## config.mk

```make
export PLATFORM = sky130hd
export DESIGN_NAME = obstacle_pool
export DESIGN_NICKNAME = d
export VERILOG_FILES = /design/src/rtl/obstacle_pool_pkg.sv /design/src/rtl/obstacle_pool_alloc.sv /design/src/rtl/obstacle_pool.sv
export SDC_FILE = /design/constraint.sdc
export NUM_CORES = 1
export LEC_CHECK = 0
export ABC_AREA = 1
export BUFFER_PORTS_ARGS = -buffer_cell sky130_fd_sc_hd__buf_2
export CAP_MARGIN = 5
export CORE_UTILIZATION = 27
export DETAILED_ROUTE_END_ITERATION = 6
export HOLD_SLACK_MARGIN = 0.03
export SKIP_LAST_GASP = 1
export SLEW_MARGIN = 20
export SYNTH_ARGS = -nofsm -noshare
export SYNTH_HDL_FRONTEND = slang
export SYNTH_HIERARCHICAL = 1
export SYNTH_SLANG_ARGS = --single-unit
```

## constraint.sdc

```tcl
create_clock -name clk -period 2.66 [get_ports clk]
set_input_delay 0.532 -clock clk [delete_from_list [all_inputs] [get_ports clk]]
set_output_delay 0.532 -clock clk [all_outputs]
set_load 0.05 [all_outputs]
```

## src/rtl/obstacle_pool_pkg.sv

```systemverilog
// Shared constants and helpers for the obstacle pool.
package obstacle_pool_pkg;

    localparam int unsigned NUM_OBS_TYPES = 6;
    localparam int unsigned FULL_X_W      = 10;
    localparam int unsigned GAP_W         = 8;

    // Visible screen width in down-shifted position units.
    function automatic int unsigned screen_w(input int unsigned conv);
        return 640 >> conv;
    endfunction

    // Fold a 3-bit random value onto the NUM_OBS_TYPES obstacle types.
    function automatic logic [2:0] fold_type(input logic [2:0] r);
        return (r >= 3'(NUM_OBS_TYPES)) ? r - 3'(NUM_OBS_TYPES) : r;
    endfunction

endpackage

```

## src/rtl/obstacle_pool_alloc.sv

```systemverilog
// Lowest-index free-slot priority encoder.
module obstacle_pool_alloc
    import obstacle_pool_pkg::*;
#(
    parameter int unsigned NUM_OBS = 4
) (
    input  logic [NUM_OBS-1:0] free_mask,
    output logic [NUM_OBS-1:0] grant,
    output logic               any_free
);

    // Isolate the lowest set bit of the free mask.
    always_comb begin
        grant    = free_mask & (~free_mask + NUM_OBS'(1));
        any_free = |free_mask;
    end

endmodule

```

## src/rtl/obstacle_pool.sv

```systemverilog
// Obstacle pool: NUM_OBS slots that scroll left every game tick, with new
// obstacles spawned from the LFSR after a randomised gap.
// Optional feature: define OBSTACLE_POOL_SPEEDUP_EN to raise the scroll speed
// every SPEEDUP_SPAWNS spawns, up to SPEED_MAX.
module obstacle_pool
    import obstacle_pool_pkg::*;
#(
    parameter int unsigned NUM_OBS        = 4,
    parameter int unsigned CONV           = 2,
    parameter int unsigned MIN_GAP        = 40,
    parameter int unsigned GAP_RAND_W     = 5,
    parameter int unsigned SPEED_INIT     = 1,
    parameter int unsigned SPEED_MAX      = 4,
    parameter int unsigned SPEEDUP_SPAWNS = 8,
    localparam int unsigned PW            = FULL_X_W - CONV
) (
    input  logic                  clk,
    input  logic                  rst_n,
    input  logic                  game_tick,
    input  logic                  game_start,
    input  logic                  game_frozen,
    input  logic [7:0]            rng,
    output logic [NUM_OBS*PW-1:0] obs_pos,
    output logic [NUM_OBS*3-1:0]  obs_type,
    output logic [NUM_OBS-1:0]    obs_valid,
    output logic [2:0]            speed
);

    localparam logic [PW-1:0] OFFSCREEN = '1;
    localparam logic [PW-1:0] SPAWN_X   = PW'(screen_w(CONV) - 1);
    // One extra bit so MIN_GAP plus the random offset cannot wrap.
    localparam int unsigned   TGT_W     = GAP_W + 1;

    logic [NUM_OBS-1:0][PW-1:0] pos_q, pos_d, moved_pos;
    logic [NUM_OBS-1:0][2:0]    type_q, type_d, moved_type;
    logic [NUM_OBS-1:0]         valid_q, valid_d, moved_valid;
    logic [GAP_W-1:0]           gap_cnt_q, gap_cnt_d, gap_acc;
    logic [GAP_W:0]             gap_sum;
    logic [TGT_W-1:0]           gap_target_q, gap_target_d;
    logic [NUM_OBS-1:0]         grant;
    logic                       any_free;
    logic                       tick_en;
    logic                       spawn;
    logic [2:0]                 cur_speed;
    logic                       unused_rng;

    assign unused_rng = ^rng;

    obstacle_pool_alloc #(
        .NUM_OBS (NUM_OBS)
    ) u_alloc (
        .free_mask (~moved_valid),
        .grant     (grant),
        .any_free  (any_free)
    );

    // Move step: scroll valid slots, retiring those that would pass x=0.
    always_comb begin
        moved_pos   = pos_q;
        moved_type  = type_q;
        moved_valid = valid_q;
        for (int i = 0; i < NUM_OBS; i++) begin
            if (valid_q[i]) begin
                if (pos_q[i] >= PW'(cur_speed)) begin
                    moved_pos[i] = pos_q[i] - PW'(cur_speed);
                end else begin
                    moved_valid[i] = 1'b0;
                    moved_pos[i]   = OFFSCREEN;
                    moved_type[i]  = 3'd0;
                end
            end
        end
    end

    // Gap accumulation and spawn decision.
    always_comb begin
        tick_en = game_tick && !game_frozen && !game_start;
        gap_sum = {1'b0, gap_cnt_q} + (GAP_W + 1)'(cur_speed);
        gap_acc = gap_sum[GAP_W] ? '1 : gap_sum[GAP_W-1:0];
        spawn   = tick_en && ({1'b0, gap_acc} >= gap_target_q) && any_free;
    end

    // Slot and gap next-state.
    always_comb begin
        pos_d        = pos_q;
        type_d       = type_q;
        valid_d      = valid_q;
        gap_cnt_d    = gap_cnt_q;
        gap_target_d = gap_target_q;
        if (game_start) begin
            pos_d        = '1;
            type_d       = '0;
            valid_d      = '0;
            gap_cnt_d    = '0;
            gap_target_d = TGT_W'(MIN_GAP);
        end else if (tick_en) begin
            pos_d     = moved_pos;
            type_d    = moved_type;
            valid_d   = moved_valid;
            gap_cnt_d = gap_acc;
            if (spawn) begin
                for (int i = 0; i < NUM_OBS; i++) begin
                    if (grant[i]) begin
                        pos_d[i]   = SPAWN_X;
                        type_d[i]  = fold_type(rng[2:0]);
                        valid_d[i] = 1'b1;
                    end
                end
                gap_cnt_d    = '0;
                gap_target_d = TGT_W'(MIN_GAP) + TGT_W'(rng[GAP_RAND_W-1:0]);
            end
        end
    end

    // Slot and gap state registers; pos resets to all ones (offscreen).
    always_ff @(posedge clk) begin
        if (!rst_n) begin
            pos_q        <= '1;
            type_q       <= '0;
            valid_q      <= '0;
            gap_cnt_q    <= '0;
            gap_target_q <= TGT_W'(MIN_GAP);
        end else begin
            pos_q        <= pos_d;
            type_q       <= type_d;
            valid_q      <= valid_d;
            gap_cnt_q    <= gap_cnt_d;
            gap_target_q <= gap_target_d;
        end
    end

`ifdef OBSTACLE_POOL_SPEEDUP_EN
    localparam int unsigned SCNT_W = $clog2(SPEEDUP_SPAWNS + 1);

    logic [2:0]        speed_q, speed_d;
    logic [SCNT_W-1:0] spawn_cnt_q, spawn_cnt_d;

    // Count spawns and bump the speed every SPEEDUP_SPAWNS of them.
    always_comb begin
        speed_d     = speed_q;
        spawn_cnt_d = spawn_cnt_q;
        if (game_start) begin
            speed_d     = 3'(SPEED_INIT);
            spawn_cnt_d = '0;
        end else if (spawn) begin
            if (spawn_cnt_q == SCNT_W'(SPEEDUP_SPAWNS - 1)) begin
                spawn_cnt_d = '0;
                if (speed_q < 3'(SPEED_MAX)) begin
                    speed_d = speed_q + 3'd1;
                end
            end else begin
                spawn_cnt_d = spawn_cnt_q + SCNT_W'(1);
            end
        end
    end

    // Speed and spawn counter registers.
    always_ff @(posedge clk) begin
        if (!rst_n) begin
            speed_q     <= 3'(SPEED_INIT);
            spawn_cnt_q <= '0;
        end else begin
            speed_q     <= speed_d;
            spawn_cnt_q <= spawn_cnt_d;
        end
    end

    assign cur_speed = speed_q;
`else
    logic unused_cfg;

    assign unused_cfg = (SPEED_MAX != 0) ^ (SPEEDUP_SPAWNS != 0);
    assign cur_speed  = 3'(SPEED_INIT);
`endif

    assign obs_pos   = pos_q;
    assign obs_type  = type_q;
    assign obs_valid = valid_q;
    assign speed     = cur_speed;

endmodule

```

Word-level counts from Yosys, hierarchy flattened
Cells that the tools add are included.
Widths: inputs -> output; s select.
- flip-flop bits (word level): 65
- input port bits: 13
- output and inout port bits: 51
- logic and storage cells: 80
- add/subtract/negate cells: 8
- $lt $le $gt $ge: 6
- multiplexer cells: 42
- bitwise logic cells: 4
- reduce and logical (&&, ||, !) cells: 9
- operators by type and width (cell ; count):
    $mux 8 ; 14
    $mux 3 ; 13
    $ge 8x1->1 const B ; 4
    $mux 32 ; 1
    $sub 8x1->8 const B ; 4
    $mux 1 ; 12
    $mux 12 ; 1
    $add 8x1->9 const B ; 1
    $ge 8x9->1 ; 1
    $not 4->4 ; 2
    $add 6x5->7 const A ; 1
    $add 4x1->4 const B ; 1
    $and 4x4->4 ; 1
    $logic_and 1x1->1 ; 4
    $mux 4 ; 1
    $reduce_or 4->1 ; 1
    $ge 3x3->1 const B ; 1
    $sub 3x3->3 const B ; 1
    $logic_not 1->1 ; 2
    $reduce_and 2->1 ; 1
    $reduce_or 2->1 ; 1
    $not 1->1 ; 1

Logic depth before layout (Yosys ltp)
Gate-level depths: netlist of run 1.
- depth in word-level cells: 9
- depth in mapped cells: 19

Modules after synthesis
Netlist of run 1, hierarchy kept.
- modules (own cells, without submodules) (module ; times used ; cells each ; area an instance (sq um) ; sequential area each (sq um)):
    obstacle_pool ; 1 ; 601 ; 3916.3 ; 1261.2
    obstacle_pool_alloc ; 1 ; 10 ; 46.3 ; 0.0

Worst setup path after synthesis of run 1
OpenSTA, ideal clock, no wires.
- path type: register -> register
- start point: register pos_q (netlist bit obs_pos[8])
- end point: register type_q (netlist bit obs_type[7])
- library setup time: 138 ps
- data arrival time: 2298 ps
- required time: 2522 ps
- slack: 225 ps
- stages on the path, launching flop included: 14
- path through: dfxtp_1 > inv_1 > ha_1 > nor3b_1 > nand2_1 > nand2_1 > nor3_1 > inv_1 > nand3_1 > nand2_1 > nand3_1 > nand2_1 > nand2_1 > a21oi_2
- cells in the longest elaborated chain, start to end: 9
- ends and longest elaborated chain (element ; line ; source):
    from (decl) ; obstacle_pool.sv:34 ; logic [NUM_OBS-1:0][PW-1:0] pos_q, pos_d, moved_pos;
    from (signal assigned) ; obstacle_pool.sv:124 ; pos_q <= pos_d;
    $ge 8x1->1 ; obstacle_pool.sv:64 ; if (pos_q[i] >= PW'(cur_speed)) begin
    $mux 1 ; obstacle_pool.sv:64 ;
    $mux 1 ; obstacle_pool.sv:63 ; if (valid_q[i]) begin
    $not 4->4 ; obstacle_pool.sv:52 ; .free_mask (~moved_valid),
    $not 4->4 ; obstacle_pool_alloc.sv:14 ; grant = free_mask & (~free_mask + NUM_OBS'(1));
    $add 4x1->4 ; obstacle_pool_alloc.sv:14 ;
    $and 4x4->4 ; obstacle_pool_alloc.sv:14 ;
    net grant[2] ; obstacle_pool.sv:40 ; logic [NUM_OBS-1:0] grant;
    $mux 3 ; obstacle_pool.sv:103 ; if (grant[i]) begin
    $mux 12 ; obstacle_pool.sv:101 ; if (spawn) begin
    to (signal assigned) ; obstacle_pool.sv:125 ; type_q <= type_d;
    to (decl) ; obstacle_pool.sv:35 ; logic [NUM_OBS-1:0][2:0] type_q, type_d, moved_type;
The timed path passes the listed nets, and every way through them passes these cells.
A chain may end at the register's enable or synchronous reset.

Worst setup path in the final report of run 1
- start point: register gap_cnt_q[0]
- end point: register type_q (netlist bit obs_type[0])
- cells in the longest elaborated chain, start to end: 6
- ends and longest elaborated chain (element ; line ; source):
    from (decl) ; obstacle_pool.sv:37 ; logic [GAP_W-1:0] gap_cnt_q, gap_cnt_d, gap_acc;
    from (signal assigned) ; obstacle_pool.sv:127 ; gap_cnt_q <= gap_cnt_d;
    $add 8x1->9 ; obstacle_pool.sv:78 ; gap_sum = {1'b0, gap_cnt_q} + (GAP_W + 1)'(cur_speed);
    $mux 8 ; obstacle_pool.sv:79 ; gap_acc = gap_sum[GAP_W] ? '1 : gap_sum[GAP_W-1:0];
    $ge 8x9->1 ; obstacle_pool.sv:80 ; spawn = tick_en && ({1'b0, gap_acc} >= gap_target_q) && any_free;
    $logic_and 1x1->1 (2 in series) ; obstacle_pool.sv:80 ;
    $mux 12 ; obstacle_pool.sv:101 ;
Every way passes these cells.

==> out/metrics.cfg, run 1 <==
[run_status]
status = complete, no violations

[placement]
portBuffers = 57
globalplace.congestion = 0.788
dpl.hpwl_um = 7550
place_area_um2 = 4480

[worst_setup_path]
critPathKind = flip-flop to flip-flop
worst-path-buf-inv = 2
end_kind = flip-flop
crit_family = simple AND/OR/NAND/NOR gates
crit_chain = ha_1 -> nand2_1 -> nor2_1 -> nand3_2 -> inv_1 -> or2_2 -> ha_1 -> nand2_1 -> nand3b_1 -> nand3_1 -> nand2_1 -> nand2_4 -> nand3_1 -> nand2_1 -> nand3_1 -> nand2_1 -> inv_1
worst_path_largest_cell_delay_ns = 0.31
crit_arrival_ns = 2.74
crit_required_ns = 2.89
crit_slowest_cell = dfxtp_1
crit_fanout = 7
path_common_cell = nand2_1
cp-start-kind = flip-flop

[timing]
rsz0062_at_grt = yes
final.setup_skew_ns = 0.00803
hold_viol = 0
fmax_ghz = 0.399
max_slew_margin = 0.595
setup_violations = 0
period_minus_slack_ns = 2.50
setup_tns_ns = 0
finalMaxSlewViolations = 0
finalCritPeriodShare = 0.942
tightest_slew_ns = 0.603

[routing]
avgRoutedWirePerCell_um = 12.1
antenna_left = 0
route.vias.total = 3938
drc = 0
drtPass1Iterations = 5
totalWireLength_um = 10300
drt-initial-drc-count = 227
vias_per_cell = 4.62

[grt]
grt_max_degree = 41
gr-total-overflow = 0
grt_pass1_vias = 3512
grt_pass1_wl_um = 17300
grt.total_usage = 0.144
antenna_found_initial = 0

[die]
core-area_um2 = 14100
dieHeight_um = 123
start_util = 0.281
rows = 43
die_area_um2 = 15200
ios = 64
die_width_um = 123

[yosys]
ys_top_cells_by_area = dfxtp_1 32%, nand2_1 15%, nand3_1 8.6%, inv_1 7.9%, ha_1 5.4%
syn_inst = 611
yosysMostFrequentCell = nand2_1
seq_area_frac_synth = 0.318
synth_edf_count = 0
yosys.cell_types.count = 39
netlist_area_um2 = 3960
yosysTopAreaCell = dfxtp_1
ys_async_sr_fraction = 0
yosysWarnings = 6
synth_top_area_frac = 0.318
synth_seq_cells = 63
avgSynthCellArea_um2 = 6.49
ys.flop_type = dfxtp_1
synth_common_cells = 160 x nand2_1, 83 x inv_1, 68 x nand3_1

[cells_and_area]
drive_above_1_share = 0.165
antenna_cells = 0
nFillCells = 1547
regArea_um2 = 1260
syn2layout_area_growth_pct = 20.2
multiInputGateArea_um2 = 2250
fin_area_um2 = 4760
final_nets = 700

[flow_run]
cap_violations = 0

[clock_network]
cts_tree = yes
post_cts_buffers = 0
clkLatencyLatePin_ns = 0.33
htreeDepth = 3
numCtsBuffers = 9
clk_pin_slew_ns = 0.06
root_buffer = clkbuf_16
cts_buffer_depth = 2
cts.sinks = 63

[power_and_ir_drop]
p_leak_nw = 2.29
vdd_drop_max_uv = 300
p_per_area_nw_per_um2 = 459

[worst_hold_path]
min_path_type = input port to flip-flop

-- power breakdown --
group | total [W] | leakage (nW) | switching (W) | internal, W
Combinational | 0.000146 | 1.64 | 0.000104 | 0.0000422
Clock | 0.00108 | 0.132 | 0.000410 | 0.000670
Sequential | 0.000959 | 0.510 | 0.00000684 | 0.000952
-- per-layer routing --
| layer | vias to the layer above | part of all wire | global-route usage |
|---|---|---|---|
| met2 | 58 | 0.46 | 0.236 |
| met1 | 1764 | 0.50 | 0.193 |
| met5 | - | 0 | 0 |
| met3 | 11 | 0.029 | 0.0263 |
| met4 | 0 | 0.012 | 0.0407 |
| li1 | 2105 | - | - |
-- layout by cell type, fill, tap and decap left out, types with 2 or more instances in the layout --
cell	netlist	routed
nand4_1	12	12
inv_2	3	3
a21oi_1	36	36
nand3b_1	2	2
buf_2	9	57
nor2_1	43	43
inv_1	83	83
nand2_2	3	3
clkinv_1	2	2
buf_12	0	2
clkbuf_8	0	2
buf_4	6	14
nor2_4	4	4
o31ai_1	2	2
nand3_2	3	4
o211ai_1	7	7
clkbuf_1	10	2
nor2_2	2	2
ha_1	17	17
o21ai_0	29	29
conb_1	2	3
nand3_1	68	67
dfxtp_1	63	63
nand2_1	160	160
a21oi_2	6	6
o21ai_1	7	7
clkbuf_16	0	9
a21o_1	2	2
xnor2_1	2	2
nor3_1	8	8
xor2_1	2	2
o221ai_1	7	7
-- cell families (layout without fill, tap and decap cells) --
| kind of cell | count (synthesis) | count (layout) | synth area share |
|---|---|---|---|
| AOI/OAI and AO/OA | 101 | 101 | 0.150 |
| xor gates and xnor gates | 4 | 4 | 0.00884 |
| adders and majority gates | 17 | 17 | 0.0537 |
| buffers and inverters | 114 | 175 | 0.118 |
| DFF | 63 | 63 | 0.318 |
| other | 2 | 3 | 0.00190 |
| and+or+nand+nor | 310 | 310 | 0.349 |
-- timing repair --
item | in CTS | in global routing
gates resized for setup | 0 | 2
endpoints found under the setup margin | 0 | 29
hold buffers | 0 | 0
-- final timing paths --
kind | startpoint | end | slack, ns | depth (start not counted)
setup reg to reg | gap_cnt_q[0] | obs_type[0] | 0.16 | 17
setup / recovery | gap_cnt_q[0] | obs_type[0] | 0.16 | 17
hold reg to reg | gap_target_q[4] | gap_target_q[4] | 0.46 | 2
hold / removal | rng[3] | gap_target_q[3] | 0.40 | 2
-- cell type report --
cell class | count | share of cell area
timing repair buffer | 73 | 0.0904
multi-input combinational | 435 | 0.472
inverter | 88 | 0.0694
clock inverter | 1 | 0.00105
tap | 180 | 0.0473
clock buffer | 13 | 0.0547
sequential | 63 | 0.265
-- stage by stage --
stage | util | setup slack [ns] | hold WS [ns] | power, W | instances
after global placement | 0.318 | 0.166 | 0.452 | 0.00112 | 839
after floorplan | - | 0.225 | 0.436 | 0.00108 | 612
after CTS | 0.337 | 0.145 | 0.393 | 0.00222 | 853
final | 0.338 | 0.155 | 0.402 | 0.00218 | 853
after detailed placement | 0.318 | 0.155 | 0.455 | 0.00112 | 839
after global routing | 0.338 | -0.0373 | 0.394 | 0.00228 | 853
-- sequential cells by signal, summed over array words and instances, names as in the netlist --
name,count
gap_target_q,7
obs_type,12
obs_valid,4
gap_cnt_q,8
obs_pos,32
Note: power is estimated with default switching activity, not from simulation.
==> run 2: changes to the inputs <==
--- a/config.mk
+++ b/config.mk
@@ -9,6 +9,7 @@
 export BUFFER_PORTS_ARGS = -buffer_cell sky130_fd_sc_hd__buf_2
 export CAP_MARGIN = 5
 export CORE_UTILIZATION = 27
+export CTS_BUF_LIST = sky130_fd_sc_hd__clkbuf_4
 export DETAILED_ROUTE_END_ITERATION = 6
 export HOLD_SLACK_MARGIN = 0.03
 export SKIP_LAST_GASP = 1
==> run 2 against run 1 <==
  * Global-route usage fell by 0.098 points
  * Die area did not move
  * Hold slack got worse by 0.094 ns
  * Clock skew rose by 0.0044 ns
  * Largest cell class unchanged
  * Highest routed layer unchanged
==> out/metrics.cfg, run 2 (synthesis results as in run 1) <==
[run_status]
status = complete, no violations

[timing]
period_minus_slack_ns = 2.51
rsz0062_at_grt = yes
finalMaxSlewViolations = 0
finalCritPeriodShare = 0.945
tightest_slew_ns = 0.604
fin_ws_ns = 0.146
setup_violations = 0
final.setup_skew_ns = 0.0124
fmax_ghz = 0.398
max_slew_margin = 0.595
hold_viol = 0
hold-worst-slack_ns = 0.307

[worst_setup_path]
critPathKind = flip-flop to flip-flop
crit_required_ns = 3.00
end_kind = flip-flop
cp-start-kind = flip-flop
crit_slowest_cell = dfxtp_1
regToRegSetupSlack_ns = 0.15
crit_family = simple AND/OR/NAND/NOR gates
worstRegToRegCells = 16
path_common_cell = nand2_1
worst-path-buf-inv = 2
regToRegEndpoint = obs_pos[0]
crit_fanout = 7
crit_arrival_ns = 2.85
worst_path_largest_cell_delay_ns = 0.34
r2r-start = gap_cnt_q[1]
crit_chain = ha_1 -> nand2_1 -> nor2_1 -> nand3_2 -> inv_1 -> or2_2 -> ha_1 -> nand2_1 -> nand3b_1 -> nand3_1 -> nand2_1 -> nand2_4 -> nand3_1 -> nand2_1 -> inv_2 -> o211ai_1

[cells_and_area]
nFillCells = 1573
final_nets = 700
final_common_cell = nand2_1
multiInputGateArea_um2 = 2250
regArea_um2 = 1260
final_cell_mix = 160 x nand2_1, 83 x inv_1, 67 x nand3_1
stdcell_count = 853
utilization = 0.326
antenna_cells = 0
largest_reg_flops = 32
drive_above_1_share = 0.165
syn2layout_area_growth_pct = 15.9

[power_and_ir_drop]
total_power_w = 0.00165
p_leak_nw = 2.21
p_per_area_nw_per_um2 = 360
vdd_drop_max_uv = 147

[clock_network]
clkLatencyLatePin_ns = 0.42
root_buffer = clkbuf_4
numCtsBuffers = 9
cts.sinks = 63
cts_buffer_depth = 2
htreeDepth = 3
clk_pin_slew_ns = 0.11
cts_tree = yes

[grt]
grt.total_usage = 0.143
gr-total-overflow = 0
antenna_found_initial = 0
grt_max_degree = 41
grt_pass1_wl_um = 17200
grt_pass1_vias = 3536

[routing]
antenna_left = 0
totalWireLength_um = 10300
drt-initial-drc-count = 279
drc = 0
route.vias.total = 3937
drtPass1Iterations = 5
vias_per_cell = 4.62
avgRoutedWirePerCell_um = 12.0

[die]
core-area_um2 = 14100
die_width_um = 123
start_util = 0.281
dieHeight_um = 123
rows = 43
die_area_um2 = 15200
ios = 64

[placement]
dp_cells = 839
portBuffers = 57
post-place-ws_ns = 0.155
dpl.hpwl_um = 7550
globalplace.congestion = 0.788

[worst_hold_path]
hold_start = rng[3]
min_path_type = input port to flip-flop
min_path_cells = 2
holdPathEnd = gap_target_q[3]

[flow_run]
cap_violations = 0

-- run 2: what timing repair did --
item                       CTS  global route
buffers inserted             0             0
hold buffers                 0             0
hold endpoints to repair     0             0
gates resized for setup      0             2
setup endpoints to repair    0            32
-- run 2: worst max path at each step --
stage / startpoint / end / slack (ns) / cells after the start
global placement: gap_cnt_q[0] / obs_type[0] / 0.17 / 18
finish: gap_cnt_q[1] / obs_pos[0] / 0.15 / 16
floorplan: obs_pos[8] / obs_type[7] / 0.22 / 13
detailed placement: gap_cnt_q[1] / obs_type[0] / 0.16 / 16
global route: gap_cnt_q[1] / obs_pos[27] / -0.07 / 15
CTS: gap_cnt_q[0] / gap_target_q[5] / 0.14 / 16
-- run 2: per-stage QoR --
stage / area, µm² / setup TNS, ns
CTS: 4580 / 0
detailed placement: 4480 / 0
finish: 4590 / 0
global placement: 4480 / 0
floorplan: 3970 / 0
global route: 4590 / -0.800
-- run 2: final cells by class --
cell class,instances,share of cell area
well taps,180,0.0490
multi-input cells,435,0.490
repair buffers,73,0.0937
inverters,88,0.0719
clock inverters,3,0.00272
clock buffers,11,0.0180
flip-flops and latches,63,0.275
-- run 2: power by group --
group	switching, W	leakage, nW	internal [W]
logic	0.000103	1.64	0.0000421
registers	0.00000676	0.510	0.000950
clock network	0.000354	0.0577	0.000196
total	0.000464	2.21	0.00119
-- run 2: per-layer routing --
layer | routed length (µm) | global-route usage | part of all wire | vias up
met5 | 0 | 0 | 0 | -
met4 | 105 | 0.0407 | 0.010 | 0
met3 | 408 | 0.0263 | 0.040 | 10
met2 | 4750 | 0.238 | 0.46 | 75
met1 | 5000 | 0.188 | 0.49 | 1750
li1 | - | - | - | 2102
